===== src/rtl/mc_pkg.sv =====
// mc_pkg: state encoding, opcodes, datapath select encodings and per-state control decode for mc_control.
package mc_pkg;

   typedef enum logic [3:0] {
      FETCH, DECODE, MEMADR, MEMREAD, MEMWB, MEMWRITE,
      EXECUTER, EXECUTEI, ALUWB, JAL, BEQ, TRAP
   } state_t;

   localparam logic [6:0] OP_LW  = 7'b0000011;
   localparam logic [6:0] OP_SW  = 7'b0100011;
   localparam logic [6:0] OP_R   = 7'b0110011;
   localparam logic [6:0] OP_I   = 7'b0010011;
   localparam logic [6:0] OP_JAL = 7'b1101111;
   localparam logic [6:0] OP_BEQ = 7'b1100011;

   localparam logic [1:0] SRCA_PC = 2'b00, SRCA_OLDPC = 2'b01, SRCA_RD1 = 2'b10;
   localparam logic [1:0] SRCB_RD2 = 2'b00, SRCB_IMM = 2'b01, SRCB_4 = 2'b10;
   localparam logic [1:0] ALU_ADD = 2'b00, ALU_SUB = 2'b01, ALU_FUNCT = 2'b10;
   localparam logic [1:0] RES_ALUOUT = 2'b00, RES_RDATA = 2'b01, RES_ALURESULT = 2'b10;

   typedef struct packed {
      logic       mem_req;
      logic       adr_src;
      logic       fetch;
      logic       pc_update;
      logic       reg_write;
      logic       mem_write;
      logic       branch;
      logic [1:0] src_a;
      logic [1:0] src_b;
      logic [1:0] alu_op;
      logic [1:0] result_src;
      logic       illegal;
   } ctl_t;

   // fetch marks the state whose IRWrite/PCUpdate follow mem_ready
   function automatic ctl_t ctl_of(input state_t s);
      ctl_t c;
      c = '0;
      case (s)
         FETCH:    begin c.mem_req = 1'b1; c.fetch = 1'b1; c.src_a = SRCA_PC; c.src_b = SRCB_4; c.alu_op = ALU_ADD; c.result_src = RES_ALURESULT; end
         DECODE:   begin c.src_a = SRCA_OLDPC; c.src_b = SRCB_IMM; c.alu_op = ALU_ADD; end
         MEMADR:   begin c.src_a = SRCA_RD1; c.src_b = SRCB_IMM; c.alu_op = ALU_ADD; end
         MEMREAD:  begin c.mem_req = 1'b1; c.adr_src = 1'b1; c.result_src = RES_ALUOUT; end
         MEMWB:    begin c.result_src = RES_RDATA; c.reg_write = 1'b1; end
         MEMWRITE: begin c.mem_req = 1'b1; c.adr_src = 1'b1; c.mem_write = 1'b1; c.result_src = RES_ALUOUT; end
         EXECUTER: begin c.src_a = SRCA_RD1; c.src_b = SRCB_RD2; c.alu_op = ALU_FUNCT; end
         EXECUTEI: begin c.src_a = SRCA_RD1; c.src_b = SRCB_IMM; c.alu_op = ALU_FUNCT; end
         ALUWB:    begin c.result_src = RES_ALUOUT; c.reg_write = 1'b1; end
         JAL:      begin c.src_a = SRCA_OLDPC; c.src_b = SRCB_4; c.alu_op = ALU_ADD; c.result_src = RES_ALUOUT; c.pc_update = 1'b1; end
         BEQ:      begin c.src_a = SRCA_RD1; c.src_b = SRCB_RD2; c.alu_op = ALU_SUB; c.result_src = RES_ALUOUT; c.branch = 1'b1; end
         default:  c.illegal = 1'b1;
      endcase
      return c;
   endfunction

endpackage


===== src/rtl/mc_control.sv =====
// mc_control: multicycle RISC-V main control FSM with registered control outputs and retired-instruction counter.
module mc_control
   import mc_pkg::*;
#(
   parameter int CNT_W = 32
) (
   input  logic             clk,
   input  logic             reset,
   input  logic [6:0]       opCode,
   input  logic             mem_ready,
   output logic             mem_req,
   output logic             AdrSrc,
   output logic             IRWrite,
   output logic             PCUpdate,
   output logic             RegWrite,
   output logic             MemWrite,
   output logic             Branch,
   output logic [1:0]       ALUSrcA,
   output logic [1:0]       ALUSrcB,
   output logic [1:0]       ALUOp,
   output logic [1:0]       ResultSrc,
   output logic             illegal,
   output logic [CNT_W-1:0] instret
);

   state_t state, nxt;
   ctl_t   ctl;
   logic   retire;

   always_comb begin
      nxt = state;
      case (state)
         FETCH:    nxt = mem_ready ? DECODE : FETCH;
         DECODE:   nxt = (opCode == OP_LW || opCode == OP_SW) ? MEMADR :
                         opCode == OP_R   ? EXECUTER :
                         opCode == OP_I   ? EXECUTEI :
                         opCode == OP_JAL ? JAL :
                         opCode == OP_BEQ ? BEQ : TRAP;
         MEMADR:   nxt = opCode == OP_LW ? MEMREAD : MEMWRITE;
         MEMREAD:  nxt = mem_ready ? MEMWB : MEMREAD;
         MEMWRITE: nxt = mem_ready ? FETCH : MEMWRITE;
         MEMWB, ALUWB, BEQ:      nxt = FETCH;
         EXECUTER, EXECUTEI, JAL: nxt = ALUWB;
         default:  nxt = TRAP;
      endcase
   end

   assign retire = state == MEMWB || state == ALUWB || state == BEQ || (state == MEMWRITE && mem_ready);

   // outputs are decoded from the next state so they are registered alongside it
   always_ff @(posedge clk) begin
      if (reset) begin
         state   <= FETCH;
         ctl     <= ctl_of(FETCH);
         instret <= '0;
      end else begin
         state   <= nxt;
         ctl     <= ctl_of(nxt);
         instret <= instret + CNT_W'(retire);
      end
   end

   assign mem_req   = ctl.mem_req;
   assign AdrSrc    = ctl.adr_src;
   assign IRWrite   = ctl.fetch & mem_ready;
   assign PCUpdate  = ctl.pc_update | (ctl.fetch & mem_ready);
   assign RegWrite  = ctl.reg_write;
   assign MemWrite  = ctl.mem_write;
   assign Branch    = ctl.branch;
   assign ALUSrcA   = ctl.src_a;
   assign ALUSrcB   = ctl.src_b;
   assign ALUOp     = ctl.alu_op;
   assign ResultSrc = ctl.result_src;
   assign illegal   = ctl.illegal;

endmodule


===== config.mk =====
export PLATFORM = sky130hd
export DESIGN_NAME = mc_control
export DESIGN_NICKNAME = d
export VERILOG_FILES = /design/src/rtl/mc_pkg.sv /design/src/rtl/mc_control.sv
export SDC_FILE = /design/constraint.sdc
export NUM_CORES = 1
export LEC_CHECK = 0
export ABC_CLOCK_PERIOD_IN_PS = 3000
export CORE_MARGIN = 5
export CORE_UTILIZATION = 50
export CTS_BUF_LIST = sky130_fd_sc_hd__clkbuf_8
export CTS_CLUSTER_SIZE = 25
export DETAILED_ROUTE_END_ITERATION = 10
export PLACE_DENSITY = 0.84
export SYNTH_ARGS = -nofsm -noshare
export SYNTH_HDL_FRONTEND = slang
export SYNTH_SLANG_ARGS = --single-unit

===== constraint.sdc =====
create_clock -name clk -period 3 [get_ports clk]
set_clock_uncertainty 0.05 [all_clocks]
set_input_delay 0.6 -clock clk [delete_from_list [all_inputs] [get_ports clk]]
set_output_delay 0.6 -clock clk [all_outputs]
set_load 0.02 [all_outputs]

==> impl_metrics.toml, run 1 <==
[status]
status = "finished clean"

[pwr]
ir_worst_vdd_v = 0.000329
p_per_area_nw_per_um2 = 699
leakagePower_nw = 1.09

[job]
cap_violations = 0

[global_route]
grt_first_pass_wirelength_um = 8820
grt_antenna_before_repair = 0
grt_use_total_pct = 17.4
grt-ovfl-total = 0
grt_pass1_vias = 1953
grt_start_max_net_pins = 38

[synth]
yosys-top-cells-area = "dfxtp_1 (42%), nor2_1 (6.0%), xnor2_1 (4.7%)"
yosys_warnings = 0
ys_types = 54
synth_top_cells_by_count = "dfxtp_1 (51), nor2_1 (39), nand2_1 (16)"
synth-compound-area-share_pct = 10.3
syn_area_sq_um = 2440
synth_enable_flop_cells = 0
yosysTopAreaCellShare_pct = 41.9
synth-adder-area-share_pct = 1.03
synth_top_family_by_area = "simple AND/OR/NAND/NOR gates"
yosys-mux-area-fraction_pct = 0.873
synth.most_common_cell = "dfxtp_1"
syn_area_per_cell_sq_um = 8.86
synth_xor_area_share_pct = 8.63
async_flop_share_pct = 0
ys_ff_latch = 51
ys_seq_area_share_pct = 41.9
yosys_most_used_dff = "dfxtp_1"
synth-simple-area-share_pct = 29.8
synthCells = 275
synth_area_leader_cell = "dfxtp_1"
synth_nets = 287

[clock_tree]
h-tree-depth = 2
cts_hold_buf = 0
clockBufferDepth = 2
cts_setup_buffers = 0
worstSkewPairLatency_ns = 0.30
clk_pin_slew_ns = 0.09
cts_root_buf = "clkbuf_8"
ctsResizeCount = 0
cts_buffers = 5
cts_tree = "built"
cts_sinks = 51

[die]
initial_utilization_pct = 51.6
die_w_um = 79.8
core_sq_um = 4720
io_pins = 58
die_y_um = 79.8
rows = 25
die_area_sq_um = 6370

[detailed_routing]
vias_per_cell = 5.31
vias = 2054
first_pass_iters = 4
wl_per_cell_um = 13.4
drc = 0
finalWirelength_um = 5190
ant_nets = 0
drt-initial-drc-count = 148

[timing]
fmax_mhz = 359
hold_viol = 0
slew_viol_final = 0
worst_pin_slew_ns = 0.536
setup-tns-final_ns = 0
rsz0062_at_grt = "false"
setup_viol = 0
period_share_pct = 92.9
relSlewSlack_pct = 64.2
fin_crit_ns = 2.79

[placed_design]
io_buffers = 57
place_congestion = 0.822
dpl.hpwl_um = 3730

[finish]
nets = 331
syn_to_final_growth_pct = 26.2
fill_cells = 391
num_antenna_cells = 0
drive_gt1_share_pct = 7.81
post-route-util_pct = 65.1

[critical_path]
required_ns = 2.35
cp.arrival_ns = 2.14
startpoint_type = "primary input"
worst_setup_path_end_kind = "output port"
cp_max_fo = 6
critPathKind = "primary input to output port"

[worst_hold_path]
hold_path_class = "flip-flop to flip-flop"
## state kept, by name, summed over array words and instances (netlist names), 2 cells and up
| signal | flops |
|---|---|
| ALUOp | 2 |
| ALUSrcA | 2 |
| ALUSrcB | 2 |
| ctl | 2 |
| instret | 32 |
| state | 4 |
## cell families (layout without fill, tap and decap cells)
group	after synthesis	in the layout
compound gates	36	36
xor+xnor	24	24
fa+ha+maj	2	2
buf+inv	30	75
flops	51	51
mux	2	2
simple gates	130	130
## power breakdown
group | internal [mW] | switching (mW) | total, mW | leakage (nW)
clock network | 0.270 | 0.214 | 0.483 | 0.0612
registers | 0.767 | 0.0695 | 0.837 | 0.413
logic | 0.377 | 0.454 | 0.831 | 0.613
## metrics by stage
stage | hold WS [ns] | worst slack, ns | power, mW | std cells | cell area, sq um
6_report | 0.463 | 0.213 | 2.15 | 387 | 3080
5_1_grt | 0.505 | 0.165 | 2.28 | 387 | 3080
4_1_cts | 0.468 | 0.207 | 2.16 | 387 | 3080
3_5_place_dp | 0.455 | 0.150 | 1.67 | 379 | 2960
3_3_place_gp | 0.435 | 0.224 | 1.66 | 379 | 2960
2_1_floorplan | 0.507 | 0.528 | 1.52 | 275 | 2440
## path summary, 6_finish.rpt
check                           cells after the start         from           to  slack, ns
worst min-delay path                                2  instret[17]  instret[17]       0.46
worst min register to register                      2  instret[17]  instret[17]       0.46
worst max register to register                     11     state[3]  instret[16]       0.38
worst max-delay path                                5    mem_ready     PCUpdate       0.21
## critical path, cell delays in order
cell and delay [ns]:
clkdlybuf4s50_1 0.43, buf_4 0.17, and2_1 0.14, or2_2 0.26
clkdlybuf4s50_1 0.54
## cell usage in the layout, fill, tap and decap left out, types with 4 or more instances in the layout
cell type	n
or3_1	8
inv_1	6
nor3_1	10
a21oi_1	8
clkdlybuf4s50_1	57
o21ai_1	4
nand3_1	13
xnor2_1	13
nor2b_1	4
nand4_1	9
nor2_1	39
nand2_1	16
o21ai_0	8
nor4_1	4
xor2_1	11
clkbuf_8	6
and4_1	6
dfxtp_1	51
## metal layers
layer  routed length, um  GRT usage [%]  part of all wire (%)
met1                2340           21.2                    45
met2                2540           30.0                    49
met3                 237           3.27                   4.6
met4                  76           7.09                   1.5
met5                   0              0                     0
## area by class of cell
cell class	instances	area, sq um	share of cell area (%)
timing repair buffer	60	593	19.3
inverter	7	26.3	0.854
tap	67	83.8	2.73
multi-input combinational	194	1230	40.1
clock buffer	6	82.6	2.69
sequential	51	1020	33.2
clock inverter	2	35.0	1.14
No activity file was read; power rests on OpenSTA's default activity.
==> inputs of run 2 (changes only) <==
- CTS_CLUSTER_SIZE: 25 -> default
- GPL_ROUTABILITY_DRIVEN: default -> 0
==> results of run 2 <==
Final layout, timing and power as in run 1 (identical DEF).
==> inputs of run 3 (changes only) <==
- CTS_CLUSTER_DIAMETER: default -> 60
==> results of run 3 <==
Final layout, timing and power as in run 1 (identical DEF).
==> variant 1 (config.mk and constraints of run 1) <==
Set the parameter `CNT_W` to 64 (it was 32).
--- a/src/rtl/mc_control.sv
+++ b/src/rtl/mc_control.sv
@@ -2,7 +2,7 @@
 module mc_control
    import mc_pkg::*;
 #(
-   parameter int CNT_W = 32
+   parameter int CNT_W = 64
 ) (
    input  logic             clk,
    input  logic             reset,
Ports: changed (resized instret); port bits go from 58 to 90. No check against the original RTL was run, so the function may have changed too.
==> variant 1 against run 1 <==
Total power is 29% higher; via count is 62% higher; synthesized cell count is 57% higher; area after synthesis is 55% higher; sequential cell count is 32 higher; wire length is 72% higher; setup slack worse by 0.038 ns; final area is 66% higher; critical path type is now reg -> reg; critical endpoint is now instret[47]$_SDFF_PP0_.
==> variant 1: results <==
metrics = {
    "clocking": {
        "postCtsSetupBuffers": 2,
        "cts_buffers": 9,
        "htreeDepth": 3,
        "clkLatencyLatePin_ns": 0.34,
        "ctsResizeCount": 6,
    },
    "grt": {
        "use_met2_pct": 31.63,
        "grt_max_degree": 56,
        "use_met1_pct": 23.73,
        "grt.total_usage_pct": 18.97,
        "grt_pass1_wl_mm": 15.40,
        "grt_pass1_vias": 3322,
        "grt_util_met3_pct": 5.468,
    },
    "route": {
        "met3_length_um": 472,
        "vias_per_cell": 5.278,
        "totalWireLength_mm": 8.912,
        "drt_iter0_drc": 139,
        "dr.max_layer_used": "met4",
        "met1_length_mm": 3.969,
        "wl_per_cell_um": 14.17,
        "dr_wl_met2_mm": 4.359,
    },
    "setup_path": {
        "reg2regPathDepth": 10,
        "arrival_ns": 3.05,
        "critPathTopFamily": "simple AND/OR/NAND/NOR gates",
        "worstPathMaxFanout": 4,
        "cp_slowest_stage_delay_ns": 0.49,
        "r2r_setup_slack_ns": 0.18,
        "timing.critical_path.to": "instret[47]$_SDFF_PP0_",
        "crit_path_start": "state[3]$_SDFF_PP0_",
        "cp_slowest_cell": "or4b_4",
    },
    "finish": {
        "drive_above_1_share_pct": 12.83,
        "largestRegisters": "instret: 64 flops, state: 4 flops",
        "final_net_count": 538,
        "fillers": 571,
    },
    "sta": {
        "max_slew.worst_pin.slew_ns": 0.7825,
        "holdWs_ns": 0.4791,
        "finalCritPeriodShare_pct": 94.15,
    },
    "placement": {
        "place_hpwl_mm": 6.461,
        "place.gp.congestion": 0.8406,
        "post-place-ws_ns": -0.4868,
        "portBuffers": 89,
        "dpl_cell_area_um2": 4811,
        "dp.cells": 611,
    },
    "pwr": {
        "p_leak_uw": 0.001856,
        "seqPwrFrac_pct": 43.7,
        "p_total_uw": 2783,
        "p_clk_share_pct": 31.0,
        "p_int_uw": 1978,
        "ir_drop_mv": 0.2995,
    },
    "yosys": {
        "synth_nets": 444,
        "seq_area_frac_synth_pct": 44.09,
        "synth_area_leaders": "dfxtp_1, xor2_1, nor2_1",
        "ys_types": 55,
        "ys_top_cells_by_count": "dfxtp_1, nor2_1, xor2_1",
        "syn_inst": 432,
        "ys_async_sr_fraction_pct": 0,
        "yosysWarnings": 0,
    },
    "worst_hold_path": {
        "holdCritStartpoint": "instret[24]$_SDFF_PP0_",
        "whs_endpoint": "instret[24]$_SDFF_PP0_",
    },
    "status": {
        "status": "complete, no violations",
    },
}
variant 1: cell types whose count changed in the layout (fill, tap and decap cells not counted), moves of 12 or more:
cell,change
buf_4,+22
clkdlybuf4s50_1,+30
dfxtp_1,+31
nand3_1,+12
nor2_1,+34
xor2_1,+27
variant 1: kinds of logic after synthesis:
group / after synthesis / synth area share, %
flops: 83 / 44.09
compound gates: 31 / 5.611
mux: 2 / 0.5312
fa+ha+maj: 2 / 0.6639
simple gates: 215 / 30.61
buf+inv: 41 / 5.013
xor+xnor: 58 / 13.48
variant 1: cell type report:
| cell class | instances | area, µm² | area share, % |
|---|---|---|---|
| multi-input combinational | 308 | 1992 | 39.03 |
| sequential | 83 | 1663 | 32.58 |
| timing repair buffer | 114 | 1072 | 21.01 |
| clock buffer | 10 | 137.6 | 2.697 |
| tap | 99 | 123.9 | 2.427 |
| clock inverter | 5 | 77.57 | 1.520 |
| inverter | 10 | 37.54 | 0.7355 |
==> variant 2 (flow settings as in run 1) <==
Without the edit above. `instret` no longer has a reset.
--- a/src/rtl/mc_control.sv
+++ b/src/rtl/mc_control.sv
@@ -52,12 +52,14 @@
       if (reset) begin
          state   <= FETCH;
          ctl     <= ctl_of(FETCH);
-         instret <= '0;
       end else begin
          state   <= nxt;
          ctl     <= ctl_of(nxt);
-         instret <= instret + CNT_W'(retire);
       end
+   end
+
+   always_ff @(posedge clk) begin
+      instret <= instret + CNT_W'(retire);
    end
 
    assign mem_req   = ctl.mem_req;
Check against the original RTL: differs if reset is asserted again (counterexample within 4 cycles, from zero or initial values and one cycle with reset high); with reset held inactive, the same outputs for 10 cycles.
==> variant 2 against run 1 <==
Final area decreased by 6.3%; synthesized cell count decreased by 16%; setup slack got worse by 0.014 ns; total power increased by 1.4%; wire length decreased by 16%; die area decreased by 7.4%; via count decreased by 14%; register-to-register slack improved by 0.10 ns; worst hold slack got worse by 0.031 ns; area after synthesis decreased by 8.5%; final cell count decreased by 13%; sequential cell count unchanged; critical path type unchanged; largest cell class unchanged; highest routed layer unchanged.
==> variant 2: results <==
metrics = {
    "finish": {
        "drive_above_1_share_pct": 9.441,
        "clk_share_pct": 3.388,
        "inv_count": 9,
        "multi_input_area_share_pct": 36.79,
        "fillers": 364,
        "fin_area_um2": 2880,
        "n_clock_buffer": 5,
        "multi_input_comb_cells": 157,
        "buffers_excl_clock": 61,
        "final_net_count": 297,
        "buf_share_pct": 20.85,
    },
    "yosys": {
        "ys_types": 52,
        "synth_area_leaders": "dfxtp_1, xnor2_1, nor2_1",
        "syn_area_per_cell_um2": 9.652,
        "ys_top_cells_by_count": "dfxtp_1, nor2_1, xnor2_1",
        "seq_area_frac_synth_pct": 45.79,
    },
    "placement": {
        "post-place-ws_ns": 0.03499,
        "place.gp.congestion": 0.7564,
        "place_hpwl_mm": 3.440,
        "dp.cells": 330,
    },
    "grt": {
        "grt_max_degree": 19,
        "grt_pass1_wl_mm": 7.679,
        "grt.total_usage_pct": 15.44,
    },
    "worst_hold_path": {
        "holdCritStartpoint": "instret[31]$_DFF_P_",
    },
    "route": {
        "vias": 1764,
        "totalWireLength_mm": 4.364,
        "drt_iter0_drc": 49,
    },
    "pwr": {
        "p_leak_uw": 0.001093,
        "ir_drop_mv": 0.5105,
    },
    "status": {
        "status": "complete, no violations",
    },
    "setup_path": {
        "worst_r2r_startpoint": "state[2]$_SDFF_PP0_",
        "worstPathMaxFanout": 7,
    },
}
-- variant 2: logic make-up after synthesis --
| group | synth area share [%] |
|---|---|
| adder cells (fa/ha/maj) | 1.122 |
| AO/OA/AOI/OAI | 7.408 |
| flip-flops | 45.79 |
| AND/OR/NAND/NOR | 26.38 |
| buffers and inverters | 6.678 |
| multiplexers | 0.4490 |
| XOR/XNOR | 12.18 |
-- variant 2: metal layers --
layer,GRT usage (%),wire length [µm],vias up
met1,16.53,1770,815
met2,28.18,2230,46
li1,-,-,897
met4,4.720,40,0
met5,0,0,-
met3,5.269,322,6
-- variant 2: worst paths after layout --
path,slack (ns),cells after the start,to
setup / recovery,0.20,4,PCUpdate
hold / removal,0.43,1,instret[31]$_DFF_P_
setup reg to reg,0.48,10,instret[28]$_DFF_P_
hold reg to reg,0.43,1,instret[31]$_DFF_P_
-- variant 2: power breakdown --
group | switching [µW] | internal, µW | total (µW)
registers | 110 | 793 | 903
clock network | 233 | 173 | 406
logic | 460 | 413 | 873
total | 802 | 1380 | 2180
